===== config.mk =====
export PLATFORM = sky130hd
export DESIGN_NAME = axi_arbiter
export DESIGN_NICKNAME = d
export VERILOG_FILES = /design/src/rtl/axi_arbiter.sv
export SDC_FILE = /design/constraint.sdc
export NUM_CORES = 1
export LEC_CHECK = 0
export BUFFER_PORTS_ARGS = -buffer_cell sky130_fd_sc_hd__buf_2
export CAP_MARGIN = 20
export CORE_UTILIZATION = 35
export DETAILED_ROUTE_END_ITERATION = 12
export HOLD_SLACK_MARGIN = 0.06
export PLACE_DENSITY = 0.67
export SYNTH_ARGS = -nofsm -noshare
export SYNTH_HDL_FRONTEND = slang
export SYNTH_SLANG_ARGS = --single-unit

===== constraint.sdc =====
create_clock -name clock -period 2.4 [get_ports clock]
set_clock_uncertainty 0.2 [all_clocks]
set_input_delay 0 -clock clock [delete_from_list [all_inputs] [get_ports clock]]
set_output_delay 0 -clock clock [all_outputs]
set_load 0.03 [all_outputs]

===== src/rtl/axi_arbiter.sv =====
// Two-requester (IFU/LSU) arbiter onto one AXI4 master port, one single-beat transaction at a time.
// Define AXI_ARB_RR_EN for round-robin arbitration; default is fixed priority, LSU over IFU.
module axi_arbiter #(
  parameter int unsigned ADDR_W = 32,
  parameter int unsigned DATA_W = 32
) (
  input  logic                  clock,
  input  logic                  reset,
  // IFU
  input  logic                  ifu_req_valid,
  output logic                  ifu_req_ready,
  input  logic [ADDR_W-1:0]     ifu_addr,
  output logic                  ifu_resp_valid,
  output logic [DATA_W-1:0]     ifu_resp_data,
  output logic                  ifu_resp_err,
  // LSU
  input  logic                  lsu_req_valid,
  output logic                  lsu_req_ready,
  input  logic                  lsu_wen,
  input  logic [ADDR_W-1:0]     lsu_addr,
  input  logic [2:0]            lsu_size,
  input  logic [DATA_W-1:0]     lsu_wdata,
  input  logic [DATA_W/8-1:0]   lsu_wstrb,
  output logic                  lsu_resp_valid,
  output logic [DATA_W-1:0]     lsu_resp_rdata,
  output logic                  lsu_resp_err,
  // AXI AR
  output logic                  io_master_arvalid,
  input  logic                  io_master_arready,
  output logic [ADDR_W-1:0]     io_master_araddr,
  output logic [3:0]            io_master_arid,
  output logic [7:0]            io_master_arlen,
  output logic [2:0]            io_master_arsize,
  output logic [1:0]            io_master_arburst,
  // AXI R
  input  logic                  io_master_rvalid,
  output logic                  io_master_rready,
  input  logic [1:0]            io_master_rresp,
  input  logic [DATA_W-1:0]     io_master_rdata,
  input  logic                  io_master_rlast,
  input  logic [3:0]            io_master_rid,
  // AXI AW
  output logic                  io_master_awvalid,
  input  logic                  io_master_awready,
  output logic [ADDR_W-1:0]     io_master_awaddr,
  output logic [3:0]            io_master_awid,
  output logic [7:0]            io_master_awlen,
  output logic [2:0]            io_master_awsize,
  output logic [1:0]            io_master_awburst,
  // AXI W
  output logic                  io_master_wvalid,
  input  logic                  io_master_wready,
  output logic [DATA_W-1:0]     io_master_wdata,
  output logic [DATA_W/8-1:0]   io_master_wstrb,
  output logic                  io_master_wlast,
  // AXI B
  input  logic                  io_master_bvalid,
  output logic                  io_master_bready,
  input  logic [1:0]            io_master_bresp,
  input  logic [3:0]            io_master_bid
);

  localparam int unsigned STRB_W = DATA_W / 8;

  typedef enum logic [2:0] {StIdle, StRdAr, StRdR, StWrAww, StWrB} state_e;

  state_e              state_q, state_d;
  logic                owner_q, owner_d;  // 1 = LSU
  logic [ADDR_W-1:0]   addr_q, addr_d;
  logic [2:0]          size_q, size_d;
  logic [DATA_W-1:0]   wdata_q, wdata_d;
  logic [STRB_W-1:0]   wstrb_q, wstrb_d;
  logic                aw_done_q, aw_done_d, w_done_q, w_done_d;
  logic                ifu_rv_q, ifu_rv_d, ifu_err_q, ifu_err_d;
  logic                lsu_rv_q, lsu_rv_d, lsu_err_q, lsu_err_d;
  logic [DATA_W-1:0]   ifu_rdata_q, ifu_rdata_d, lsu_rdata_q, lsu_rdata_d;
  logic                idle, grant_lsu, aw_hs, w_hs;

  logic unused_inputs;
  assign unused_inputs = ^{io_master_rid, io_master_bid, io_master_rresp[0], io_master_bresp[0]};

`ifdef AXI_ARB_RR_EN
  logic rr_ptr_q, rr_ptr_d;  // 0 = LSU preferred
  assign grant_lsu = lsu_req_valid & (~ifu_req_valid | ~rr_ptr_q);
`else
  assign grant_lsu = lsu_req_valid;
`endif

  // Readies are gated by reset so nothing can be accepted while it is held.
  assign idle          = (state_q == StIdle) & reset;
  assign lsu_req_ready = idle & grant_lsu;
  assign ifu_req_ready = idle & ifu_req_valid & ~grant_lsu;

  assign aw_hs = io_master_awvalid & io_master_awready;
  assign w_hs  = io_master_wvalid & io_master_wready;

  always_comb begin
    state_d     = state_q;
    owner_d     = owner_q;
    addr_d      = addr_q;
    size_d      = size_q;
    wdata_d     = wdata_q;
    wstrb_d     = wstrb_q;
    aw_done_d   = aw_done_q;
    w_done_d    = w_done_q;
    ifu_rv_d    = 1'b0;
    ifu_err_d   = ifu_err_q;
    ifu_rdata_d = ifu_rdata_q;
    lsu_rv_d    = 1'b0;
    lsu_err_d   = lsu_err_q;
    lsu_rdata_d = lsu_rdata_q;
`ifdef AXI_ARB_RR_EN
    rr_ptr_d    = rr_ptr_q;
`endif
    case (state_q)
      StIdle: begin
        if (lsu_req_ready) begin
          owner_d = 1'b1;
          addr_d  = lsu_addr;
          size_d  = lsu_size;
          wdata_d = lsu_wdata;
          wstrb_d = lsu_wstrb;
          state_d = lsu_wen ? StWrAww : StRdAr;
`ifdef AXI_ARB_RR_EN
          rr_ptr_d = 1'b1;
`endif
        end else if (ifu_req_ready) begin
          owner_d = 1'b0;
          addr_d  = ifu_addr;
          size_d  = 3'd2;
          state_d = StRdAr;
`ifdef AXI_ARB_RR_EN
          rr_ptr_d = 1'b0;
`endif
        end
      end
      StRdAr: if (io_master_arready) state_d = StRdR;
      StRdR: begin
        if (io_master_rvalid) begin
          // A single beat without RLAST is a protocol error.
          if (owner_q) begin
            lsu_rv_d    = 1'b1;
            lsu_rdata_d = io_master_rdata;
            lsu_err_d   = io_master_rresp[1] | ~io_master_rlast;
          end else begin
            ifu_rv_d    = 1'b1;
            ifu_rdata_d = io_master_rdata;
            ifu_err_d   = io_master_rresp[1] | ~io_master_rlast;
          end
          state_d = StIdle;
        end
      end
      StWrAww: begin
        aw_done_d = aw_done_q | aw_hs;
        w_done_d  = w_done_q | w_hs;
        if ((aw_done_q | aw_hs) & (w_done_q | w_hs)) begin
          aw_done_d = 1'b0;
          w_done_d  = 1'b0;
          state_d   = StWrB;
        end
      end
      StWrB: begin
        if (io_master_bvalid) begin
          lsu_rv_d  = 1'b1;
          lsu_err_d = io_master_bresp[1];
          state_d   = StIdle;
        end
      end
      default: state_d = StIdle;
    endcase
  end

  always_ff @(posedge clock or negedge reset) begin
    if (!reset) begin
      state_q     <= StIdle;
      owner_q     <= 1'b0;
      addr_q      <= '0;
      size_q      <= '0;
      wdata_q     <= '0;
      wstrb_q     <= '0;
      aw_done_q   <= 1'b0;
      w_done_q    <= 1'b0;
      ifu_rv_q    <= 1'b0;
      ifu_err_q   <= 1'b0;
      ifu_rdata_q <= '0;
      lsu_rv_q    <= 1'b0;
      lsu_err_q   <= 1'b0;
      lsu_rdata_q <= '0;
`ifdef AXI_ARB_RR_EN
      rr_ptr_q    <= 1'b0;
`endif
    end else begin
      state_q     <= state_d;
      owner_q     <= owner_d;
      addr_q      <= addr_d;
      size_q      <= size_d;
      wdata_q     <= wdata_d;
      wstrb_q     <= wstrb_d;
      aw_done_q   <= aw_done_d;
      w_done_q    <= w_done_d;
      ifu_rv_q    <= ifu_rv_d;
      ifu_err_q   <= ifu_err_d;
      ifu_rdata_q <= ifu_rdata_d;
      lsu_rv_q    <= lsu_rv_d;
      lsu_err_q   <= lsu_err_d;
      lsu_rdata_q <= lsu_rdata_d;
`ifdef AXI_ARB_RR_EN
      rr_ptr_q    <= rr_ptr_d;
`endif
    end
  end

  assign ifu_resp_valid = ifu_rv_q;
  assign ifu_resp_data  = ifu_rdata_q;
  assign ifu_resp_err   = ifu_err_q;
  assign lsu_resp_valid = lsu_rv_q;
  assign lsu_resp_rdata = lsu_rdata_q;
  assign lsu_resp_err   = lsu_err_q;

  assign io_master_arvalid = (state_q == StRdAr);
  assign io_master_araddr  = addr_q;
  assign io_master_arid    = {3'b000, owner_q};
  assign io_master_arlen   = 8'd0;
  assign io_master_arsize  = size_q;
  assign io_master_arburst = 2'b01;
  assign io_master_rready  = (state_q == StRdR);

  assign io_master_awvalid = (state_q == StWrAww) & ~aw_done_q;
  assign io_master_awaddr  = addr_q;
  assign io_master_awid    = 4'd1;
  assign io_master_awlen   = 8'd0;
  assign io_master_awsize  = size_q;
  assign io_master_awburst = 2'b01;
  assign io_master_wvalid  = (state_q == StWrAww) & ~w_done_q;
  assign io_master_wdata   = wdata_q;
  assign io_master_wstrb   = wstrb_q;
  assign io_master_wlast   = 1'b1;
  assign io_master_bready  = (state_q == StWrB);

endmodule


==> results.sh, run 1 <==
export IMPL_fill_cells=1626
export IMPL_area_delta_synth_final_pct=53.0
export IMPL_ir_worst_vdd_v=0.000593
export IMPL_yosysWarnings=0
export IMPL_n_antenna_cell=0
export IMPL_synth_compound_area_share_pct=9.81
export IMPL_path_buf_inv=1
export IMPL_ios=368
export IMPL_core_area_um2=19000
export IMPL_p_leak_nw=5.25
export IMPL_worstSetupPathType="register to register"
export IMPL_layout_drive_gt1_share_pct=45.8
export IMPL_crit_family="simple AND/OR/NAND/NOR gates"
export IMPL_grt_usage_pct=19.8
export IMPL_cts_htree_levels=4
export IMPL_syn_area_per_cell_um2=12.4
export IMPL_maxSlewViolCount=0
export IMPL_multi_input_area_um2=2530
export IMPL_ys_types=35
export IMPL_crit_chain="and4bb_1, nand2_2, o221a_2, dlygate4sd3_1"
export IMPL_total_power_w=0.0150
export IMPL_slew_headroom_pct=49.3
export IMPL_stdcell_area_um2=10500
export IMPL_cp_arrival_ns=2.35
export IMPL_fp_dieH_um=142
export IMPL_layout_common_cells="328 x buf_2, 148 x dlygate4sd3_1, 144 x dfrtp_1"
export IMPL_drtAntennaViolNets=0
export IMPL_drt_total_wl_um=19800
export IMPL_crit_path_max_fanout=8
export IMPL_seq_area_um2=3630
export IMPL_synth_top_family_by_area="multiplexers"
export IMPL_clockBufferDepth=2
export IMPL_fin_nets=1149
export IMPL_grt_pass1_vias=6040
export IMPL_slowest_delay_ns=0.55
export IMPL_synth_top_area_share_pct=52.7
export IMPL_cts_tree="built"
export IMPL_drt_first_pass_iters=7
export IMPL_io_buffers=329
export IMPL_start_util_pct=36.2
export IMPL_grt_max_degree=146
export IMPL_path_clk_slew_ns=0.06
export IMPL_fin_setup_tns_ns=0
export IMPL_numCtsBuffers=17
export IMPL_grt_antenna_before_repair=0
export IMPL_ys_seq_area_share_pct=52.7
export IMPL_grt_overflow=0
export IMPL_synth_mux_area_share_pct=18.1
export IMPL_cts_sinks=145
export IMPL_hpwl_um=12300
export IMPL_final_hold_violation_count=0
export IMPL_yosys_register_bits=145
export IMPL_max_slew_worst_pin_slew_ns=0.761
export IMPL_die_x_um=142
export IMPL_slowest_stage="dlygate4sd3_1"
export IMPL_final_common_cell="buf_2"
export IMPL_grt_setup_unrepaired="false"
export IMPL_end_kind="register"
export IMPL_clk_latency_ns=0.41
export IMPL_vias=5803
export IMPL_rows=50
export IMPL_wl_per_cell_um=15.7
export IMPL_hold_class="input port to register"
export IMPL_syn_inst=554
export IMPL_min_period_ns=2.25
export IMPL_place_area_um2=8430
export IMPL_synth_fa_ha_area_share_pct=0
export IMPL_synth_simple_area_share_pct=7.28
export IMPL_fin_crit_sh_pct=93.8
export IMPL_max_cap_violations=0
export IMPL_crit_required_ns=2.50
export IMPL_ctsRootBufferMaster="clkbuf_16"
export IMPL_outcome="complete, no violations"
export IMPL_syn_cell_area_um2=6890
export IMPL_p_per_area_nw_per_um2=1420
export IMPL_drc=0
export IMPL_dieArea_um2=20300
export IMPL_grt_first_pass_wirelength_um=31200
export IMPL_setup_viol=0
export IMPL_place_gp_congestion=0.751
export IMPL_synth_xor_xnor_area_share_pct=0
export IMPL_yosys_area_top_type="dfrtp_1"
export IMPL_vias_per_cell=4.59
export IMPL_critPathLaunchType="register"
export IMPL_synthTopCellsByArea="dfrtp_1 53%, mux2_1 8.8%, buf_4 7.0%"
export IMPL_clock_fmax_ghz=0.444
export IMPL_drtIter0Drc=185
## routing by layer
layer  global-route usage, %  wire (um)
met1                    21.5       7700
met2                    36.7      10400
met3                    4.95       1330
met4                    8.04        354
met5                       0          0
## area by class of cell
| type | count | share of cell area, % |
|---|---|---|
| clock inverter | 11 | 1.44 |
| timing repair buffer | 490 | 31.4 |
| inverter | 34 | 1.21 |
| tap | 260 | 3.08 |
| sequential | 145 | 34.4 |
| multi-input combinational | 303 | 24.0 |
| clock buffer | 21 | 4.46 |
## registers in the layout, summed over array words and instances (netlist names), 3 cells and up
register and count:
ifu_resp_data 32, io_master_araddr 32, io_master_wdata 32, lsu_resp_rdata 32, io_master_wstrb 4, io_master_arsize 3, state_q 3
## what timing repair did
action                                 CTS  global route
resized for setup                        0             2
setup endpoints to repair                0             2
endpoints found under the hold margin  289             0
hold buffers                           148             0
buffers inserted                         0             1
## worst reg2reg max path, cell delays in order (launching register included)
cell	delay [ns]
dfrtp_1	0.46
and4bb_1	0.40
nand2_2	0.19
o221a_2	0.34
dlygate4sd3_1	0.55
## through the flow
stage / instances / setup slack, ns / utilization [%] / hold slack (ns)
floorplan: 580 / 0.217 / - / -0.496
detailed placement: 1083 / 0.327 / 44.3 / 0.00836
global placement: 1083 / 0.352 / 44.3 / 0.00797
CTS: 1263 / 0.0146 / 55.4 / 0.0669
global route: 1264 / 0.0328 / 55.4 / 0.121
finish: 1264 / 0.149 / 55.4 / 0.0919
## cell families (layout without fill, tap and decap cells)
kind of cell | count (synthesis) | after routing
AOI/OAI and AO/OA | 81 | 81
buffers and inverters | 132 | 556
other | 2 | 28
muxes | 101 | 101
DFF | 145 | 145
and+or+nand+nor | 93 | 93
## synthesized netlist by cell type
library cell  count
and4bb_1          1
o22ai_1           1
nor2b_4           1
nor3b_1           2
o21ai_1           1
buf_6            11
a22o_1            2
buf_1             1
mux2_1           54
a221o_1           1
dfrtp_1         145
inv_2             1
and3b_1           1
nor2_1           44
clkbuf_1         12
o221a_1          32
nand2_2           2
o221a_2           1
nand2b_1          5
buf_4            64
mux2_2           18
nor4b_4           1
a21o_1            1
a31oi_1          32
nand3b_1          1
a32oi_1           1
conb_1            2
o21ai_0           3
nand2_1           3
or2_2            32
a2bb2oi_1         1
buf_2            10
mux2_4           29
a21oi_1           5
inv_1            33
## worst paths after layout
kind / from / to / slack (ns) / cells past startpoint
min: ifu_req_valid / io_master_araddr[24]$_DFFE_PN0P_ / 0.09 / 3
max in group asynchronous: reset / lsu_resp_rdata[24]$_DFFE_PN0P_ / 1.33 / 3
max: state_q[2]$_DFFE_PN0P_ / lsu_resp_err$_DFFE_PN0P_ / 0.15 / 4
min reg2reg: io_master_wstrb[2]$_DFFE_PN0P_ / io_master_wstrb[2]$_DFFE_PN0P_ / 0.28 / 1
min in group asynchronous: reset / io_master_wdata[19]$_DFFE_PN0P_ / 0.12 / 3
max reg2reg: state_q[2]$_DFFE_PN0P_ / lsu_resp_err$_DFFE_PN0P_ / 0.15 / 4
## report_power, final
part | internal [W] | leakage (nW) | switching (W)
Sequential | 0.00367 | 1.74 | 0.000858
Clock | 0.00173 | 0.292 | 0.00105
Combinational | 0.00280 | 3.22 | 0.00486
Total | 0.00820 | 5.25 | 0.00677
Note: power is estimated with default switching activity, not from simulation.
==> run 2, diff against run 1 <==
==> constraint.sdc (replaced) <==
create_clock -name clock -period 2.7 [get_ports clock]
set_clock_uncertainty 0.2 [all_clocks]
set_input_delay 0 -clock clock [delete_from_list [all_inputs] [get_ports clock]]
set_output_delay 0 -clock clock [all_outputs]
set_load 0.03 [all_outputs]
==> run 2 against run 1 <==
Global-route usage about the same; flip-flop and latch count unchanged; via count up 0.95%; first-iteration DRC count up 17%; final area up 1.8%; fmax down 12%; final cell count up 2.3%.
==> results.sh, run 2 (synthesis results as in run 1) <==
export IMPL_place_worst_setup_slack_ns=0.596
export IMPL_grt_setup_unrepaired="false"
export IMPL_layout_drive_gt1_share_pct=44.2
export IMPL_ios=368
export IMPL_grt_max_degree=75
export IMPL_io_buffers=329
export IMPL_max_slew_worst_pin_slew_ns=0.936
export IMPL_area_delta_synth_final_pct=55.8
export IMPL_fin_crit_sh_pct=94.6
export IMPL_vias=5858
export IMPL_seq_area_um2=3630
export IMPL_numCtsBuffers=17
export IMPL_clk_latency_ns=0.42
export IMPL_wl_met2_um=10400
export IMPL_stdcell_area_um2=10700
export IMPL_cts_sinks=145
export IMPL_multi_input_area_um2=2530
export IMPL_wl_per_cell_um=15.5
export IMPL_cts_htree_levels=4
export IMPL_crit_path_max_fanout=22
export IMPL_setup_ws_ns=0.145
export IMPL_post_cts_buffers=0
export IMPL_final_hold_violation_count=0
export IMPL_grt_overflow=0
export IMPL_final_util_pct=56.4
export IMPL_hpwl_um=12400
export IMPL_final_common_cell="buf_2"
export IMPL_clock_fmax_ghz=0.391
export IMPL_drc=0
export IMPL_fin_hold_ws_ns=0.142
export IMPL_ctsRootBufferMaster="clkbuf_16"
export IMPL_max_cap_violations=0
export IMPL_setup_viol=0
export IMPL_hold_class="input port to register"
export IMPL_fin_setup_tns_ns=0
export IMPL_end_kind="register"
export IMPL_crit_required_ns=2.80
export IMPL_vias_per_cell=4.53
export IMPL_dieArea_um2=20300
export IMPL_drtIter0Drc=216
export IMPL_fill_cells=1620
export IMPL_fin_nets=1176
export IMPL_core_area_um2=19000
export IMPL_layout_common_cells="328 x buf_2, 177 x dlygate4sd3_1, 145 x dfrtp_1"
export IMPL_place_area_um2=8370
export IMPL_die_x_um=142
export IMPL_ir_worst_vdd_v=0.000689
export IMPL_wl_met1_um=7750
export IMPL_worstSetupPathType="register to register"
export IMPL_clockBufferDepth=2
export IMPL_place_gp_congestion=0.777
export IMPL_outcome="complete, no violations"
export IMPL_grt_usage_pct=19.9
export IMPL_fp_dieH_um=142
export IMPL_start_util_pct=36.2
export IMPL_drtAntennaViolNets=0
export IMPL_grt_antenna_before_repair=2
export IMPL_p_per_area_nw_per_um2=1280
export IMPL_path_clk_slew_ns=0.06
export IMPL_rows=50
export IMPL_cp_arrival_ns=2.65
export IMPL_met3_length_um=1370
export IMPL_p_leak_nw=5.33
export IMPL_critPathLaunchType="register"
export IMPL_cts_tree="built"
export IMPL_maxSlewViolCount=0
export IMPL_slew_headroom_pct=37.6
export IMPL_grt_pass1_vias=6070
export IMPL_top_layer="met4"
export IMPL_drt_first_pass_iters=6
export IMPL_grt_first_pass_wirelength_um=30800
export IMPL_min_period_ns=2.56
export IMPL_drt_total_wl_um=20000
==> run 2: changes by cell type in the layout (fill, tap and decap cells not counted), moves of 3 or more <==
cell and delta:
inv_8 +3, dlygate4sd3_1 +29, clkbuf_8 -3, buf_6 +3
buf_12 -4
==> run 2: stage by stage <==
| step | cells | power, W |
|---|---|---|
| 2_1_floorplan | 580 | 0.00902 |
| 3_3_place_gp | 1082 | 0.0104 |
| 3_5_place_dp | 1082 | 0.0106 |
| 4_1_cts | 1291 | 0.0138 |
| 5_1_grt | 1292 | 0.0145 |
| 6_report | 1293 | 0.0138 |
==> run 2: final timing paths <==
kind,from,endpoint,slack [ns],cells past startpoint
worst max register to register,state_q[1]$_DFFE_PN0P_,io_master_wstrb[3]$_DFFE_PN0P_,0.14,6
worst min register to register,io_master_wstrb[2]$_DFFE_PN0P_,io_master_wstrb[2]$_DFFE_PN0P_,0.28,1
worst min-delay path,lsu_wdata[8],io_master_wdata[8]$_DFFE_PN0P_,0.14,3
min in group asynchronous,reset,state_q[1]$_DFFE_PN0P_,0.16,3
max in group asynchronous,reset,ifu_resp_data[5]$_DFFE_PN0P_,1.40,3
worst max-delay path,state_q[1]$_DFFE_PN0P_,io_master_wstrb[3]$_DFFE_PN0P_,0.14,6
==> run 2: timing repair <==
item | in CTS | in global routing
endpoints found under the setup margin | 0 | 16
hold buffers | 177 | 0
hold endpoints to repair | 289 | 0
resized for setup | 0 | 3
==> run 2: metal layers <==
layer | track usage (%) | vias to the layer above
met5 | 0 | -
met4 | 8.38 | 0
met3 | 5.32 | 40
met2 | 36.6 | 241
met1 | 21.3 | 2816
li1 | - | 2761
==> run 2: area by class of cell <==
type                    count  area share, %
flip-flops and latches    145           33.8
repair buffers            517           33.0
multi-input cells         303           23.6
clock buffers              18           4.00
well taps                 260           3.03
clock inverters            14           1.36
inverters                  34           1.19
diodes                      2         0.0466
==> run 2: critical path: stages (launching register included) <==
cell	delay [ns]
dfrtp_1	0.49
nor4b_4	0.41
nand2_2	0.10
inv_2	0.08
buf_6	0.22
mux2_1	0.35
dlygate4sd3_1	0.57
==> run 2: where the power goes <==
part	switching, W	internal (W)
clock	0.00100	0.00130
sequential	0.000758	0.00326
combinational	0.00441	0.00305
total	0.00617	0.00761
==> run 3, diff against run 2 <==
--- a/config.mk
+++ b/config.mk
@@ -10,7 +10,7 @@
 export CORE_UTILIZATION = 35
 export DETAILED_ROUTE_END_ITERATION = 12
 export HOLD_SLACK_MARGIN = 0.06
-export PLACE_DENSITY = 0.67
+export PLACE_DENSITY_LB_ADDON = 0.08
 export SYNTH_ARGS = -nofsm -noshare
 export SYNTH_HDL_FRONTEND = slang
 export SYNTH_SLANG_ARGS = --single-unit
==> constraint.sdc (replaced) <==
create_clock -name clock -period 2.7 [get_ports clock]
set_clock_uncertainty 0.2 [all_clocks]
set_input_delay 0.27 -clock clock [delete_from_list [all_inputs] [get_ports clock]]
set_output_delay 0.27 -clock clock [all_outputs]
set_load 0.03 [all_outputs]
==> run 3 against run 2 <==
Global-route usage down 1.0 points; final cell count down 5.2%; register-to-register slack better by 0.20 ns; clock-buffer cell count up 3; core utilization down 3.2 points; via count down 4.7%; final area down 5.6%; critical path depth down 1; total power down 4.9%; combinational power down 10%; highest routed layer unchanged.
==> results.sh, run 3 (synthesis results as in run 1) <==
export IMPL_drtAntennaViolNets=0
export IMPL_clk_latency_ns=0.41
export IMPL_drtIter0Drc=132
export IMPL_setup_viol=0
export IMPL_vias=5585
export IMPL_p_leak_nw=5.07
export IMPL_grt_antenna_before_repair=1
export IMPL_grt_overflow=0
export IMPL_area_delta_synth_final_pct=47.0
export IMPL_p_per_area_nw_per_um2=1290
export IMPL_start_util_pct=36.2
export IMPL_io_buffers=329
export IMPL_crit_path_max_fanout=37
export IMPL_end_kind="output pin"
export IMPL_fin_setup_tns_ns=0
export IMPL_drt_first_pass_iters=5
export IMPL_core_area_um2=19000
export IMPL_crit_cells=5
export IMPL_final_hold_violation_count=0
export IMPL_worstSetupPathType="register to output pin"
export IMPL_final_common_cell="buf_2"
export IMPL_grt_max_degree=146
export IMPL_numCtsBuffers=17
export IMPL_clock_fmax_ghz=0.398
export IMPL_setup_ws_ns=0.186
export IMPL_wl_per_cell_um=15.5
export IMPL_clockBufferDepth=2
export IMPL_rows=50
export IMPL_maxSlewViolCount=0
export IMPL_dieArea_um2=20300
export IMPL_cts_htree_levels=4
export IMPL_holdPathStages=3
export IMPL_cts_tree="built"
export IMPL_max_slew_worst_pin_slew_ns=0.829
export IMPL_grt_pass1_vias=5708
export IMPL_vias_per_cell=4.56
export IMPL_slowest_stage="dfrtp_1"
export IMPL_stdcell_area_um2=10100
export IMPL_cp_arrival_ns=2.04
export IMPL_crit_family="buffers and inverters"
export IMPL_fill_cells=1721
export IMPL_grt_setup_unrepaired="false"
export IMPL_n_antenna_cell=0
export IMPL_fp_dieH_um=142
export IMPL_fin_nets=1111
export IMPL_outcome="complete, no violations"
export IMPL_ctsRootBufferMaster="clkbuf_16"
export IMPL_hold_class="input port to register"
export IMPL_place_area_um2=8390
export IMPL_slew_headroom_pct=44.7
export IMPL_hpwl_um=13200
export IMPL_grt_usage_pct=18.9
export IMPL_reg2reg_depth=5
export IMPL_crit_chain="nor4b_4, nand2_2, inv_2, buf_12, buf_2"
export IMPL_slowest_delay_ns=0.49
export IMPL_ios=368
export IMPL_layout_drive_gt1_share_pct=46.7
export IMPL_grt_first_pass_wirelength_um=29300
export IMPL_drc=0
export IMPL_die_x_um=142
export IMPL_cts_sinks=145
export IMPL_path_buf_inv=3
export IMPL_crit_required_ns=2.23
export IMPL_post_cts_buffers=0
export IMPL_drt_total_wl_um=19000
export IMPL_max_cap_violations=0
export IMPL_ir_worst_vdd_v=0.000584
export IMPL_place_gp_congestion=0.767
export IMPL_place_worst_setup_slack_ns=0.534
export IMPL_critPathLaunchType="register"
export IMPL_min_period_ns=2.51
export IMPL_layout_common_cells="328 x buf_2, 145 x dfrtp_1, 114 x dlygate4sd3_1"
export IMPL_path_clk_slew_ns=0.06
export IMPL_fin_crit_sh_pct=93.1
run 3: power by group:
group          leakage [nW]  internal, W  switching (W)
registers              1.74      0.00326       0.000739
logic                  3.05      0.00242        0.00429
clock network         0.282      0.00146       0.000930
total                  5.07      0.00714        0.00596
run 3: metrics by stage:
stage,std cells,utilization (%),power (W),hold slack (ns)
after floorplan,580,-,0.00902,-0.226
after global placement,1080,44.1,0.0105,0.261
after detailed placement,1080,44.1,0.0106,0.271
after CTS,1226,53.3,0.0132,0.0656
after global routing,1226,53.3,0.0138,0.0875
final,1226,53.3,0.0131,0.0748
run 3: repair_timing:
item,CTS,global route
resized for setup,0,1
endpoints found under the hold margin,288,0
hold buffers,114,0
endpoints found under the setup margin,0,1
run 3: worst paths after layout:
check | end | slack (ns) | start
worst min-delay path | lsu_resp_err$_DFFE_PN0P_ | 0.07 | io_master_rresp[1]
min in group asynchronous | state_q[0]$_DFFE_PN0P_ | 0.38 | reset
worst max register to register | state_q[1]$_DFFE_PN0P_ | 0.34 | state_q[0]$_DFFE_PN0P_
worst max-delay path | lsu_req_ready | 0.19 | state_q[0]$_DFFE_PN0P_
worst min register to register | io_master_wdata[10]$_DFFE_PN0P_ | 0.28 | io_master_wdata[10]$_DFFE_PN0P_
max in group asynchronous | io_master_araddr[28]$_DFFE_PN0P_ | 1.27 | reset
run 3: area by class of cell:
cell class	instances	area, um^2	share of cell area, %
Inverter	34	128	1.26
Clock inverter	11	154	1.52
Tap cell	260	325	3.21
Sequential cell	145	3630	35.8
Multi-Input combinational cell	303	2530	25.0
Timing Repair Buffer	452	2930	28.9
Clock buffer	21	440	4.35
run 3: worst register-to-register path: cells and delay by family (launching register included):
| kind | cells | cell delay, ns |
|---|---|---|
| AO/OA/AOI/OAI | 2 | 0.22 |
| buffers and inverters | 2 | 0.95 |
| flip-flops | 1 | 0.49 |
| AND/OR/NAND/NOR | 1 | 0.43 |
run 3: per-layer routing:
layer  vias to the layer above  global-route usage (%)  share of wire (%)
li1                       2638                       -                  -
met1                      2688                    21.3                 39
met2                       232                    33.7                 52
met3                        27                    5.11                7.0
met4                         0                    7.30                1.8
met5                         -                       0                  0
